<file path="config.mk">
export PLATFORM = sky130hd
export DESIGN_NAME = fetch_stage
export DESIGN_NICKNAME = d
export VERILOG_FILES = /design/src/rtl/mips_pkg.sv /design/src/rtl/if_id_register.sv /design/src/rtl/fetch_stage.sv
export SDC_FILE = /design/constraint.sdc
export NUM_CORES = 1
export LEC_CHECK = 0
export ABC_AREA = 1
export BUFFER_PORTS_ARGS = -buffer_cell sky130_fd_sc_hd__buf_2
export CAP_MARGIN = 30
export CORE_UTILIZATION = 58
export DETAILED_ROUTE_END_ITERATION = 8
export PLACE_DENSITY = 0.85
export SYNTH_ARGS = -nofsm -noshare
export SYNTH_HDL_FRONTEND = slang
export SYNTH_SLANG_ARGS = --single-unit
</file>
<file path="constraint.sdc">
create_clock -name clock -period 3.6 [get_ports clock]
set_input_delay 0.36 -clock clock [delete_from_list [all_inputs] [get_ports clock]]
set_output_delay 0.36 -clock clock [all_outputs]
set_load 0.005 [all_outputs]
</file>
<file path="src/rtl/mips_pkg.sv">
// rtl/mips_pkg.sv - shared constants and fetch FSM encoding for the MIPS core
package mips_pkg;
  localparam int WORD_W = 32;
  localparam logic [WORD_W-1:0] RESET_PC_DEFAULT = 32'h0040_0000;
  localparam logic [WORD_W-1:0] NOP_INSTR = 32'h0000_0000;

  typedef enum logic [1:0] {
    FETCH = 2'd0,
    DRAIN = 2'd1,
    HOLD  = 2'd2
  } fetch_state_e;

  function automatic logic [WORD_W-1:0] pc_plus_four(input logic [WORD_W-1:0] pc);
    return pc + 32'd4;
  endfunction
endpackage

</file>
<file path="src/rtl/if_id_register.sv">
// rtl/if_id_register.sv - IF/ID pipeline register with load enable and bubble flush
// A flushed load writes a NOP with valid cleared and keeps the previous pc_plus_four.
module if_id_register
  import mips_pkg::*;
#(
  parameter logic [WORD_W-1:0] RESET_PC = RESET_PC_DEFAULT
) (
  input  logic              clock,
  input  logic              reset,
  input  logic              enable,
  input  logic              flush,
  input  logic [WORD_W-1:0] instruction_in,
  input  logic [WORD_W-1:0] pc_plus_four_in,
  output logic [WORD_W-1:0] instruction_out,
  output logic [WORD_W-1:0] pc_plus_four_out,
  output logic              valid_out
);
  logic [WORD_W-1:0] instruction_q, instruction_d;
  logic [WORD_W-1:0] pc_plus_four_q, pc_plus_four_d;
  logic              valid_q, valid_d;

  always_comb begin
    instruction_d  = instruction_q;
    pc_plus_four_d = pc_plus_four_q;
    valid_d        = valid_q;
    if (enable) begin
      if (flush) begin
        instruction_d = NOP_INSTR;
        valid_d       = 1'b0;
      end else begin
        instruction_d  = instruction_in;
        pc_plus_four_d = pc_plus_four_in;
        valid_d        = 1'b1;
      end
    end
  end

  always_ff @(posedge clock) begin
    if (reset) begin
      instruction_q  <= NOP_INSTR;
      pc_plus_four_q <= RESET_PC;
      valid_q        <= 1'b0;
    end else begin
      instruction_q  <= instruction_d;
      pc_plus_four_q <= pc_plus_four_d;
      valid_q        <= valid_d;
    end
  end

  assign instruction_out  = instruction_q;
  assign pc_plus_four_out = pc_plus_four_q;
  assign valid_out        = valid_q;
endmodule

</file>
<file path="src/rtl/fetch_stage.sv">
// rtl/fetch_stage.sv - MIPS instruction fetch stage: PC, imem handshake, IF/ID register
// FETCH_DELAY_SLOT_EN: redirects keep the in-flight word as the delay slot instead of squashing it.
module fetch_stage
  import mips_pkg::*;
#(
  parameter logic [WORD_W-1:0] RESET_PC = RESET_PC_DEFAULT,
  parameter int                ADDR_W   = 32
) (
  input  logic              clock,
  input  logic              reset,
  input  logic              stall_F,
  input  logic              stall_D,
  input  logic              pc_src,
  input  logic [ADDR_W-1:0] jump_address,
  output logic              imem_req,
  output logic [ADDR_W-1:0] imem_addr,
  input  logic              imem_ready,
  input  logic [WORD_W-1:0] imem_rdata,
  output logic [WORD_W-1:0] instruction_D,
  output logic [WORD_W-1:0] pc_plus_four_D,
  output logic              valid_D,
  output logic              fetch_busy
);
  fetch_state_e      state_q, state_d;
  logic [ADDR_W-1:0] pc_q, pc_d;
  logic [WORD_W-1:0] hold_buf_q, hold_buf_d;
  logic              pending_q, pending_d;
  logic [ADDR_W-1:0] pending_addr_q, pending_addr_d;
  logic              redirect, complete, deliver;
  logic [WORD_W-1:0] deliver_instr;
  logic [ADDR_W-1:0] target;

  assign imem_req   = ~reset & (state_q != HOLD);
  assign imem_addr  = pc_q;
  assign complete   = imem_req & imem_ready;
  assign fetch_busy = imem_req & ~imem_ready;
  assign redirect   = pc_src & valid_D & ~stall_D;
  assign target     = jump_address & ~32'h3;

  always_comb begin
    state_d        = state_q;
    pc_d           = pc_q;
    hold_buf_d     = hold_buf_q;
    pending_d      = pending_q;
    pending_addr_d = pending_addr_q;
    deliver        = 1'b0;
    deliver_instr  = imem_rdata;
`ifdef FETCH_DELAY_SLOT_EN
    if (redirect) begin
      pending_d      = 1'b1;
      pending_addr_d = target;
    end
    case (state_q)
      HOLD: begin
        if (~stall_D & ~stall_F) begin
          deliver       = 1'b1;
          deliver_instr = hold_buf_q;
          state_d       = FETCH;
        end
      end
      default: begin
        if (complete) begin
          if (stall_D | stall_F) begin
            hold_buf_d = imem_rdata;
            state_d    = HOLD;
          end else begin
            deliver = 1'b1;
          end
        end
      end
    endcase
    // The slot word is out, so the pending target (if any) now becomes the PC.
    if (deliver) begin
      pc_d      = pending_d ? pending_addr_d : pc_plus_four(pc_q);
      pending_d = 1'b0;
    end
`else
    case (state_q)
      FETCH: begin
        if (redirect) begin
          if (complete) begin
            pc_d = target;
          end else begin
            pending_d      = 1'b1;
            pending_addr_d = target;
            state_d        = DRAIN;
          end
        end else if (complete) begin
          if (stall_D | stall_F) begin
            hold_buf_d = imem_rdata;
            state_d    = HOLD;
          end else begin
            deliver = 1'b1;
            pc_d    = pc_plus_four(pc_q);
          end
        end
      end
      DRAIN: begin
        if (complete) begin
          pc_d      = pending_addr_q;
          pending_d = 1'b0;
          state_d   = FETCH;
        end
      end
      HOLD: begin
        if (redirect) begin
          pc_d    = target;
          state_d = FETCH;
        end else if (~stall_D & ~stall_F) begin
          deliver       = 1'b1;
          deliver_instr = hold_buf_q;
          pc_d          = pc_plus_four(pc_q);
          state_d       = FETCH;
        end
      end
      default: state_d = FETCH;
    endcase
`endif
  end

  always_ff @(posedge clock) begin
    if (reset) begin
      state_q        <= FETCH;
      pc_q           <= RESET_PC;
      hold_buf_q     <= NOP_INSTR;
      pending_q      <= 1'b0;
      pending_addr_q <= RESET_PC;
    end else begin
      state_q        <= state_d;
      pc_q           <= pc_d;
      hold_buf_q     <= hold_buf_d;
      pending_q      <= pending_d;
      pending_addr_q <= pending_addr_d;
    end
  end

  // Whenever decode advances without a delivered word it receives a bubble.
  if_id_register #(.RESET_PC(RESET_PC)) u_if_id (
    .clock           (clock),
    .reset           (reset),
    .enable          (~stall_D),
    .flush           (~deliver),
    .instruction_in  (deliver_instr),
    .pc_plus_four_in (pc_plus_four(pc_q)),
    .instruction_out (instruction_D),
    .pc_plus_four_out(pc_plus_four_D),
    .valid_out       (valid_D)
  );
endmodule

</file>
==> flow_metrics.py, run 1 <==
metrics = {
    "status": {
        "status": "finished, final reports clean",
    },
    "detailed_routing": {
        "drt-wirelength-per-cell_um": 14.2,
        "antenna_left": 0,
        "vias": 7395,
        "drt_drc_violations_left": 0,
        "totalWireLength_um": 19300,
        "first_pass_iters": 5,
        "drtIter0Drc": 796,
        "vias_per_cell": 5.42,
    },
    "worst_hold_path": {
        "min_from": "jump_address[16]",
        "hold_class": "input port to flip-flop",
    },
    "power": {
        "ir_worst_vdd_mv": 0.393,
        "pwr-share-comb": 0.095,
        "internal_power_uw": 3000,
        "seqPwrFrac": 0.463,
        "cellPowerDensity_nw_per_um2": 466,
        "swShare": 0.256,
        "leakage_uw": 0.00388,
        "p_clk_frac": 0.443,
        "p_sw_uw": 1030,
    },
    "floorplan": {
        "chipHeight_um": 115,
        "dieArea_um2": 13100,
        "io-pin-count": 169,
        "core_area_um2": 12200,
        "row_count": 40,
        "die_width_um": 115,
        "start_util": 0.604,
    },
    "timing": {
        "setup-violations-final": 0,
        "fin_skew_ns": 0.00491,
        "fmax_mhz": 383,
        "holdWs_ns": 0.187,
        "worst_slew_pin_slew_ns": 0.903,
        "min_period_ns": 2.61,
        "slew_headroom": 0.397,
        "fin_crit_sh": 0.725,
        "report.final.slew_viol_count": 0,
        "fin_setup_tns_ns": 0,
        "grt_setup_unrepaired": "false",
        "finalHoldViolCount": 0,
    },
    "worst_setup_path": {
        "required_ns": 3.95,
        "reg2reg_from": "u_if_id.valid_out",
        "slowest_delay_ns": 0.70,
        "crit_path_top_delay_cell": "inv_2",
        "end_kind": "flip-flop",
        "rr_endpoint": "pending_addr_q[7]",
        "path_cells": "nand3_4 > inv_4 > nand3_2 > inv_2 > o21ai_0 > a21oi_1",
        "r2r_slack_ns": 0.99,
        "worstPathMaxFanout": 57,
        "startpoint": "u_if_id.valid_out",
        "crit_family": "buffers and inverters",
        "crit_end": "pending_addr_q[7]",
        "critPathKind": "flip-flop to flip-flop",
        "cp.buffers_inverters": 2,
        "cp-start-kind": "flip-flop",
        "crit_arrival_ns": 2.95,
        "rr_worst_depth": 6,
        "cp.depth": 6,
    },
    "finish": {
        "nets": 1254,
        "multi_input_area_um2": 3400,
        "drive_gt1_frac": 0.187,
        "n_fill_cell": 1039,
        "regArea_um2": 3140,
        "final_core_utilization": 0.713,
        "area_growth_pct": 18.1,
        "antenna_cells": 0,
    },
    "clocking": {
        "htreeDepth": 4,
        "cts_resized": 0,
        "cts_tree": "yes",
        "clock-root-buffer": "clkbuf_16",
        "post_cts_buffers": 0,
        "clock_path_buffers": 2,
        "hold_buffers": 0,
        "clk_pin_slew_ns": 0.06,
        "cts_buffers": 17,
        "clock_latency_ns": 0.43,
        "clkSinkCount": 157,
    },
    "global_routing": {
        "first_global_vias": 6570,
        "grt_first_pass_wirelength_um": 31300,
        "grt_remaining_overflow": 0,
        "antenna_found_initial": 0,
        "grt_max_degree": 76,
        "grt_usage": 0.301,
    },
    "logic_synthesis": {
        "seq_area_frac_synth": 0.428,
        "postSynthCellCount": 1060,
        "synth_top_area_share": 0.428,
        "ys_seq_elements": 157,
        "syn_area_um2": 7340,
        "syn-mean-instance-area_um2": 6.93,
        "yosysWarnings": 0,
        "netlist_top_cells_area": "dfxtp_1 (43%), a21oi_1 (12%), nand2_1 (11%)",
        "yosysTopAreaCell": "dfxtp_1",
        "synth.distinct_cells": 30,
    },
    "placed_design": {
        "hpwl_um": 12500,
        "gp_congestion": 0.961,
        "port_buffers": 162,
    },
    "flow_run": {
        "cap_violations": 0,
    },
}
## synthesized netlist by cell type (all sizes together)
cell    count
a21oi     175
inv       111
dfxtp     157
nand2     222
xnor2       4
buf        43
conb        1
nand3      49
nor2       79
o211ai     11
nand4       2
clkbuf     28
a31oi      11
xor2        3
nor3        1
o21ai     157
ha          1
nand3b      5
## per-stage QoR
stage	setup slack [ns]	std cells	cell area [um^2]	power [uW]
after global placement	0.962	1331	8060	2270
after floorplan	2.10	1063	7360	2140
after CTS	1.03	1364	8670	4040
after detailed placement	0.938	1332	8090	2280
after global routing	0.716	1364	8670	4180
final	0.991	1364	8670	4040
## layout by cell type (no fill, tap or decap), types with 11 or more instances in the layout
master,instances
dfxtp_1,157
inv_1,104
nand2_1,219
o21ai_1,52
nor2_1,74
nand3_1,45
o211ai_1,11
buf_2,162
o21ai_0,105
clkbuf_16,17
a21oi_1,174
a31oi_1,11
## cells by family after synthesis
| family | share of synthesized area |
|---|---|
| and+or+nand+nor | 0.202 |
| AOI/OAI and AO/OA | 0.247 |
| buffers and inverters | 0.112 |
| DFF | 0.428 |
| xor gates and xnor gates | 0.00835 |
| adders and majority gates | 0.00170 |
| other | 0.000511 |
## flip-flops by register name (all words and copies together), names as in the netlist
| signal | cells |
|---|---|
| u_if_id.valid_out | 1 |
| u_if_id.instruction_out | 32 |
| u_if_id.pc_plus_four_out | 30 |
| imem_addr | 30 |
| pending_addr_q | 30 |
| state_q | 2 |
| hold_buf_q | 32 |
## power by group through the flow
| stage | Sequential, uW | Combinational (uW) | Clock, uW |
|---|---|---|---|
| CTS | 1870 | 382 | 1790 |
| global route | 1880 | 432 | 1870 |
| global placement | 1900 | 364 | 0 |
| floorplan | 1900 | 247 | 0 |
| finish | 1870 | 383 | 1790 |
| detailed placement | 1900 | 377 | 0 |
## layout make-up
| type | count | area share |
|---|---|---|
| sequential | 157 | 0.362 |
| multi-input combinational | 724 | 0.392 |
| tap | 168 | 0.0242 |
| clock inverter | 14 | 0.0166 |
| inverter | 111 | 0.0483 |
| timing repair buffer | 172 | 0.106 |
| clock buffer | 18 | 0.0506 |
## worst min path at each step
stage / endpoint / cells after the start / slack (ns)
4_1_cts: pending_addr_q[20] / 3 / 0.18
3_3_place_gp: hold_buf_q[29] / 2 / 0.43
3_5_place_dp: hold_buf_q[24] / 2 / 0.44
6_report: pending_addr_q[16] / 3 / 0.19
2_1_floorplan: hold_buf_q[28] / 2 / 0.42
5_1_grt: pending_addr_q[2] / 3 / 0.18
## routing by layer
| metal | track usage | vias up | part of all wire |
|---|---|---|---|
| li1 | - | 3721 | - |
| met1 | 0.406 | 3318 | 0.45 |
| met2 | 0.473 | 324 | 0.45 |
| met3 | 0.0773 | 32 | 0.078 |
| met4 | 0.0909 | 0 | 0.017 |
| met5 | 0 | - | 0 |
## worst min-delay path, delay by kind of cell
family	cells	cell delay [ns]
AO/OA/AOI/OAI	1	0.10
buffers and inverters	2	0.11
No activity file was read; power rests on OpenSTA's default activity.
==> inputs of run 2 (changes only) <==
Settings changed: CORE_UTILIZATION 58 to 49, PLACE_DENSITY 0.85 to 0.76.
Clock period 3.6 ns to 2.22 ns, I/O delays scaled along.
==> flow_metrics.py, run 2 (same netlist as run 1, synthesis figures left out) <==
metrics = {
    "clocking": {
        "clock-root-buffer": "clkbuf_16",
        "cts_buffers": 17,
        "post_cts_buffers": 0,
        "hold_buffers": 0,
        "cts_resized": 0,
        "clkSinkCount": 157,
        "htreeDepth": 4,
        "cts_tree": "yes",
        "clock_latency_ns": 0.43,
        "clk_pin_slew_ns": 0.06,
        "clock_path_buffers": 2,
    },
    "finish": {
        "antenna_cells": 0,
        "multi_input_area_um2": 3400,
        "area_growth_pct": 19.5,
        "drive_gt1_frac": 0.188,
        "final_cells": 1382,
        "n_fill_cell": 1363,
        "regArea_um2": 3140,
        "nets": 1256,
        "final_cell_mix": "nand2_1 (219), a21oi_1 (174), buf_2 (162), dfxtp_1 (157), o21ai_0 (105)",
        "mostFrequentLayoutCell": "nand2_1",
    },
    "floorplan": {
        "die_width_um": 124,
        "row_count": 44,
        "chipHeight_um": 124,
        "io-pin-count": 169,
        "start_util": 0.503,
        "core_area_um2": 14600,
        "dieArea_um2": 15500,
    },
    "detailed_routing": {
        "drtIter0Drc": 639,
        "drt_drc_violations_left": 0,
        "drt-wirelength-per-cell_um": 14.1,
        "first_pass_iters": 5,
        "vias_per_cell": 5.24,
        "vias": 7239,
        "antenna_left": 0,
        "totalWireLength_um": 19500,
    },
    "timing": {
        "fin_skew_ns": 0.00743,
        "grt_setup_unrepaired": "false",
        "setup-violations-final": 0,
        "finalHoldViolCount": 0,
        "fmax_mhz": 519,
        "min_period_ns": 1.93,
        "report.final.slew_viol_count": 0,
        "fin_crit_sh": 0.867,
        "worst_slack_ns": 0.294,
        "worst_slew_pin_slew_ns": 0.635,
        "slew_headroom": 0.576,
        "fin_setup_tns_ns": 0,
    },
    "global_routing": {
        "grt_first_pass_wirelength_um": 32700,
        "grt_max_degree": 122,
        "grt_remaining_overflow": 0,
        "first_global_vias": 6574,
        "antenna_found_initial": 0,
        "grt_usage": 0.260,
    },
    "status": {
        "status": "finished, final reports clean",
    },
    "flow_run": {
        "cap_violations": 0,
    },
    "worst_setup_path": {
        "critPathKind": "flip-flop to flip-flop",
        "crit_arrival_ns": 2.25,
        "required_ns": 2.54,
        "cp-start-kind": "flip-flop",
        "worstPathMaxFanout": 6,
        "end_kind": "flip-flop",
    },
    "placed_design": {
        "port_buffers": 162,
        "dp.cells": 1350,
        "dp_slack_ns": 0.385,
        "hpwl_um": 12500,
        "gp_congestion": 0.891,
    },
    "worst_hold_path": {
        "hold_class": "input port to flip-flop",
    },
    "power": {
        "cellPowerDensity_nw_per_um2": 765,
        "ir_worst_vdd_mv": 0.591,
        "leakage_uw": 0.00391,
    },
}
run 2: cell count changes in the layout (fill, tap and decap cells not counted), sizes merged:
cell	delta
clkbuf	+3
inv	+3
bufinv	+1
clkinv	-7
buf	+2
run 2: routing by layer:
| layer | track usage | up-vias | share of wire |
|---|---|---|---|
| met5 | 0 | - | 0 |
| met4 | 0.101 | 0 | 0.020 |
| met1 | 0.348 | 3241 | 0.47 |
| met2 | 0.396 | 234 | 0.44 |
| li1 | - | 3729 | - |
| met3 | 0.0709 | 35 | 0.065 |
run 2: where the power goes:
| group | switching (uW) | total [uW] | internal, uW |
|---|---|---|---|
| Combinational | 375 | 623 | 248 |
| Clock | 1190 | 3060 | 1870 |
| Sequential | 88.6 | 3030 | 2940 |
| Total | 1650 | 6710 | 5060 |
run 2: per-stage QoR:
step,hold slack [ns],total power (uW),area (um^2),util
6_report,0.0434,6710,8780,0.602
3_5_place_dp,0.440,3710,8150,0.559
3_3_place_gp,0.433,3690,8150,0.559
2_1_floorplan,0.365,3480,7360,-
5_1_grt,0.0423,6990,8780,0.602
4_1_cts,0.0298,6750,8780,0.602
run 2: layout make-up:
type,instances,area share
Clock inverter,11,0.0175
Inverter,111,0.0477
Timing Repair Buffer,174,0.110
Tap cell,184,0.0262
Clock buffer,21,0.0536
Sequential cell,157,0.358
Multi-Input combinational cell,724,0.387
run 2: worst paths after layout:
kind,slack [ns],start,cells after the start,to
max,0.29,imem_addr[2],10,u_if_id.pc_plus_four_out[28]
min,0.04,jump_address[21],3,pending_addr_q[21]
max reg2reg,0.29,imem_addr[2],10,u_if_id.pc_plus_four_out[28]
min reg2reg,0.44,hold_buf_q[6],2,hold_buf_q[6]
run 2: critical path, stage by stage (launching register included):
cell and delay (ns):
dfxtp_1 0.41, ha_1 0.23, nand2_1 0.07, nor2_1 0.17
nand2_1 0.20, nor2_1 0.34, nand2_1 0.10, nand2_1 0.08
nand3_1 0.06, o211ai_1 0.10, inv_1 0.05
==> inputs of run 3 (changes only) <==
Settings changed: CORE_UTILIZATION 49 to 50, PLACE_DENSITY 0.76 to 0.77, SYNTH_HIERARCHICAL set to 1.
==> flow_metrics.py, run 3 <==
metrics = {
    "logic_synthesis": {
        "yosysTopAreaCell": "dfxtp_1",
        "synth_ff_type": "dfxtp_1",
        "postSynth.asyncResetShare": 0,
        "netlist_top_cells_area": "dfxtp_1 (40%), nand2_1 (16%), nor2_1 (13%)",
        "syn_area_um2": 7960,
        "yosys-top-cells-count": "nand2_1 (347), nor2_1 (283), dfxtp_1 (159)",
        "postSynthCellCount": 1261,
        "syn-mean-instance-area_um2": 6.31,
        "synth_top_area_share": 0.400,
        "synth_edf_count": 0,
        "synth.distinct_cells": 31,
        "seq_area_frac_synth": 0.400,
        "yosysWarnings": 6,
        "yosysMostFrequentCell": "nand2_1",
        "ys_seq_elements": 159,
    },
    "timing": {
        "holdWs_ns": 0.0486,
        "fin_skew_ns": 0.00838,
        "grt_setup_unrepaired": "false",
        "slew_headroom": 0.515,
        "report.final.slew_viol_count": 0,
        "min_period_ns": 1.95,
        "worst_slew_pin_slew_ns": 0.728,
        "finalHoldViolCount": 0,
        "fmax_mhz": 514,
        "setup-violations-final": 0,
        "fin_crit_sh": 0.877,
        "worst_slack_ns": 0.274,
        "fin_setup_tns_ns": 0,
    },
    "worst_setup_path": {
        "startpoint": "imem_addr[3]",
        "crit_path_top_delay_cell": "dfxtp_1",
        "slowest_delay_ns": 0.45,
        "required_ns": 2.55,
        "cp-start-kind": "flip-flop",
        "worstPathMaxFanout": 6,
        "path_cells": "ha_1 > inv_1 > nor2_1 > nand2_1 > nor2_1 > xor2_1 > inv_1 > inv_1 > nand3_1 > nand2_1 > nor2_1",
        "critPathKind": "flip-flop to flip-flop",
        "end_kind": "flip-flop",
        "reg2reg_from": "imem_addr[3]",
        "crit_arrival_ns": 2.27,
    },
    "finish": {
        "nets": 1470,
        "n_fill_cell": 1462,
        "final_cell_mix": "nand2_1 (347), nor2_1 (282), buf_2 (164), dfxtp_1 (159), nand3_1 (101)",
        "drive_gt1_frac": 0.177,
        "area_growth_pct": 19.9,
        "mostFrequentLayoutCell": "nand2_1",
        "final_cells": 1625,
    },
    "global_routing": {
        "antenna_found_initial": 1,
        "first_global_vias": 7261,
        "grt_max_degree": 66,
        "grt_first_pass_wirelength_um": 36200,
        "grt_remaining_overflow": 0,
        "grt_usage": 0.279,
    },
    "placed_design": {
        "port_buffers": 164,
        "gp_congestion": 0.917,
        "dp_slack_ns": 0.146,
        "dp.cells": 1591,
        "hpwl_um": 15300,
    },
    "clocking": {
        "hold_buffers": 0,
        "cts_buffers": 17,
        "clock_latency_ns": 0.43,
        "clock-root-buffer": "clkbuf_16",
        "cts_tree": "yes",
        "htreeDepth": 4,
        "clk_pin_slew_ns": 0.06,
        "clkSinkCount": 159,
        "clock_path_buffers": 2,
    },
    "power": {
        "internal_power_uw": 5160,
        "seqPwrFrac": 0.440,
        "p_clk_frac": 0.462,
        "p_sw_uw": 1730,
        "cellPowerDensity_nw_per_um2": 722,
        "swShare": 0.251,
        "leakage_uw": 0.00442,
        "ir_worst_vdd_mv": 0.525,
        "pwr-share-comb": 0.099,
    },
    "detailed_routing": {
        "totalWireLength_um": 22400,
        "drtIter0Drc": 768,
        "antenna_left": 0,
        "vias_per_cell": 5.11,
        "first_pass_iters": 6,
        "drt_drc_violations_left": 0,
        "drt-wirelength-per-cell_um": 13.8,
        "vias": 8301,
    },
    "status": {
        "status": "finished, final reports clean",
    },
    "flow_run": {
        "cap_violations": 0,
    },
    "floorplan": {
        "row_count": 45,
        "core_area_um2": 15400,
        "dieArea_um2": 16400,
        "start_util": 0.518,
        "chipHeight_um": 128,
        "io-pin-count": 169,
        "die_width_um": 128,
    },
    "worst_hold_path": {
        "min_from": "jump_address[22]",
        "hold_class": "input port to flip-flop",
    },
}
## run 3: cell count changes after synthesis, sizes merged, moves of 11 or more
cell,before,now
a21oi,175,89
nand2,222,351
nand3,49,102
nor2,79,293
inv,111,95
o21ai,157,82
a31oi,11,0
o211ai,11,0
## run 3: metal layers
metal	up-vias	track usage	wire, um
li1	4214	-	-
met3	32	0.0447	1600
met5	-	0	0
met2	277	0.418	9840
met1	3778	0.405	10600
met4	0	0.0990	393
## run 3: cell families (layout without fill, tap and decap cells)
group,after synthesis,count (layout),synth area share
buffers and inverters,168,316,0.0970
and+or+nand+nor,750,750,0.381
adders and majority gates,1,1,0.00157
xor gates and xnor gates,9,9,0.00991
AOI/OAI and AO/OA,173,173,0.110
other,1,6,0.000471
DFF,159,159,0.400
## run 3: layout make-up
class	count	area, um^2	area share
Inverter	95	362	0.0379
Antenna cell	2	5.00	0.000525
Tap cell	211	264	0.0277
Sequential cell	159	3180	0.334
Clock buffer	20	457	0.0479
Clock inverter	12	180	0.0189
Multi-Input combinational cell	937	4020	0.422
Timing Repair Buffer	189	1070	0.112
## run 3: power groups by stage
stage	Sequential, uW	Combinational [uW]	Clock [uW]
after floorplan	3080	431	0
after global placement	3090	659	0
after detailed placement	3090	670	0
after CTS	3030	675	3210
after global routing	3040	768	3340
final	3030	679	3180
## run 3: what timing repair did
| action | in CTS | in global routing |
|---|---|---|
| endpoints found under the setup margin | 0 | 1 |
| hold endpoints to repair | 0 | 0 |
| resized for setup | 0 | 2 |
| buffers inserted | 0 | 0 |
## run 3: metrics by stage
stage               power (uW)  utilization  cell area (um^2)
floorplan                 3510            -              7970
global placement          3750        0.578              8880
detailed placement        3760        0.579              8890
CTS                       6910        0.620              9530
global route              7150        0.620              9530
finish                    6890        0.620              9540
## run 3: path summary, 6_finish.rpt
path                                  end  cells past startpoint  slack, ns
max          u_if_id/pc_plus_four_out[12]                     11       0.27
min reg2reg  u_if_id/pc_plus_four_out[22]                      2       0.46
min                    pending_addr_q[22]                      3       0.05
max reg2reg  u_if_id/pc_plus_four_out[12]                     11       0.27
## run 3: critical path, delay by kind of cell (launching register included)
family	cells	cell delay, ns
buffers and inverters	3	0.24
xor gates and xnor gates	1	0.20
adders and majority gates	1	0.27
DFF	1	0.45
and+or+nand+nor	6	0.68
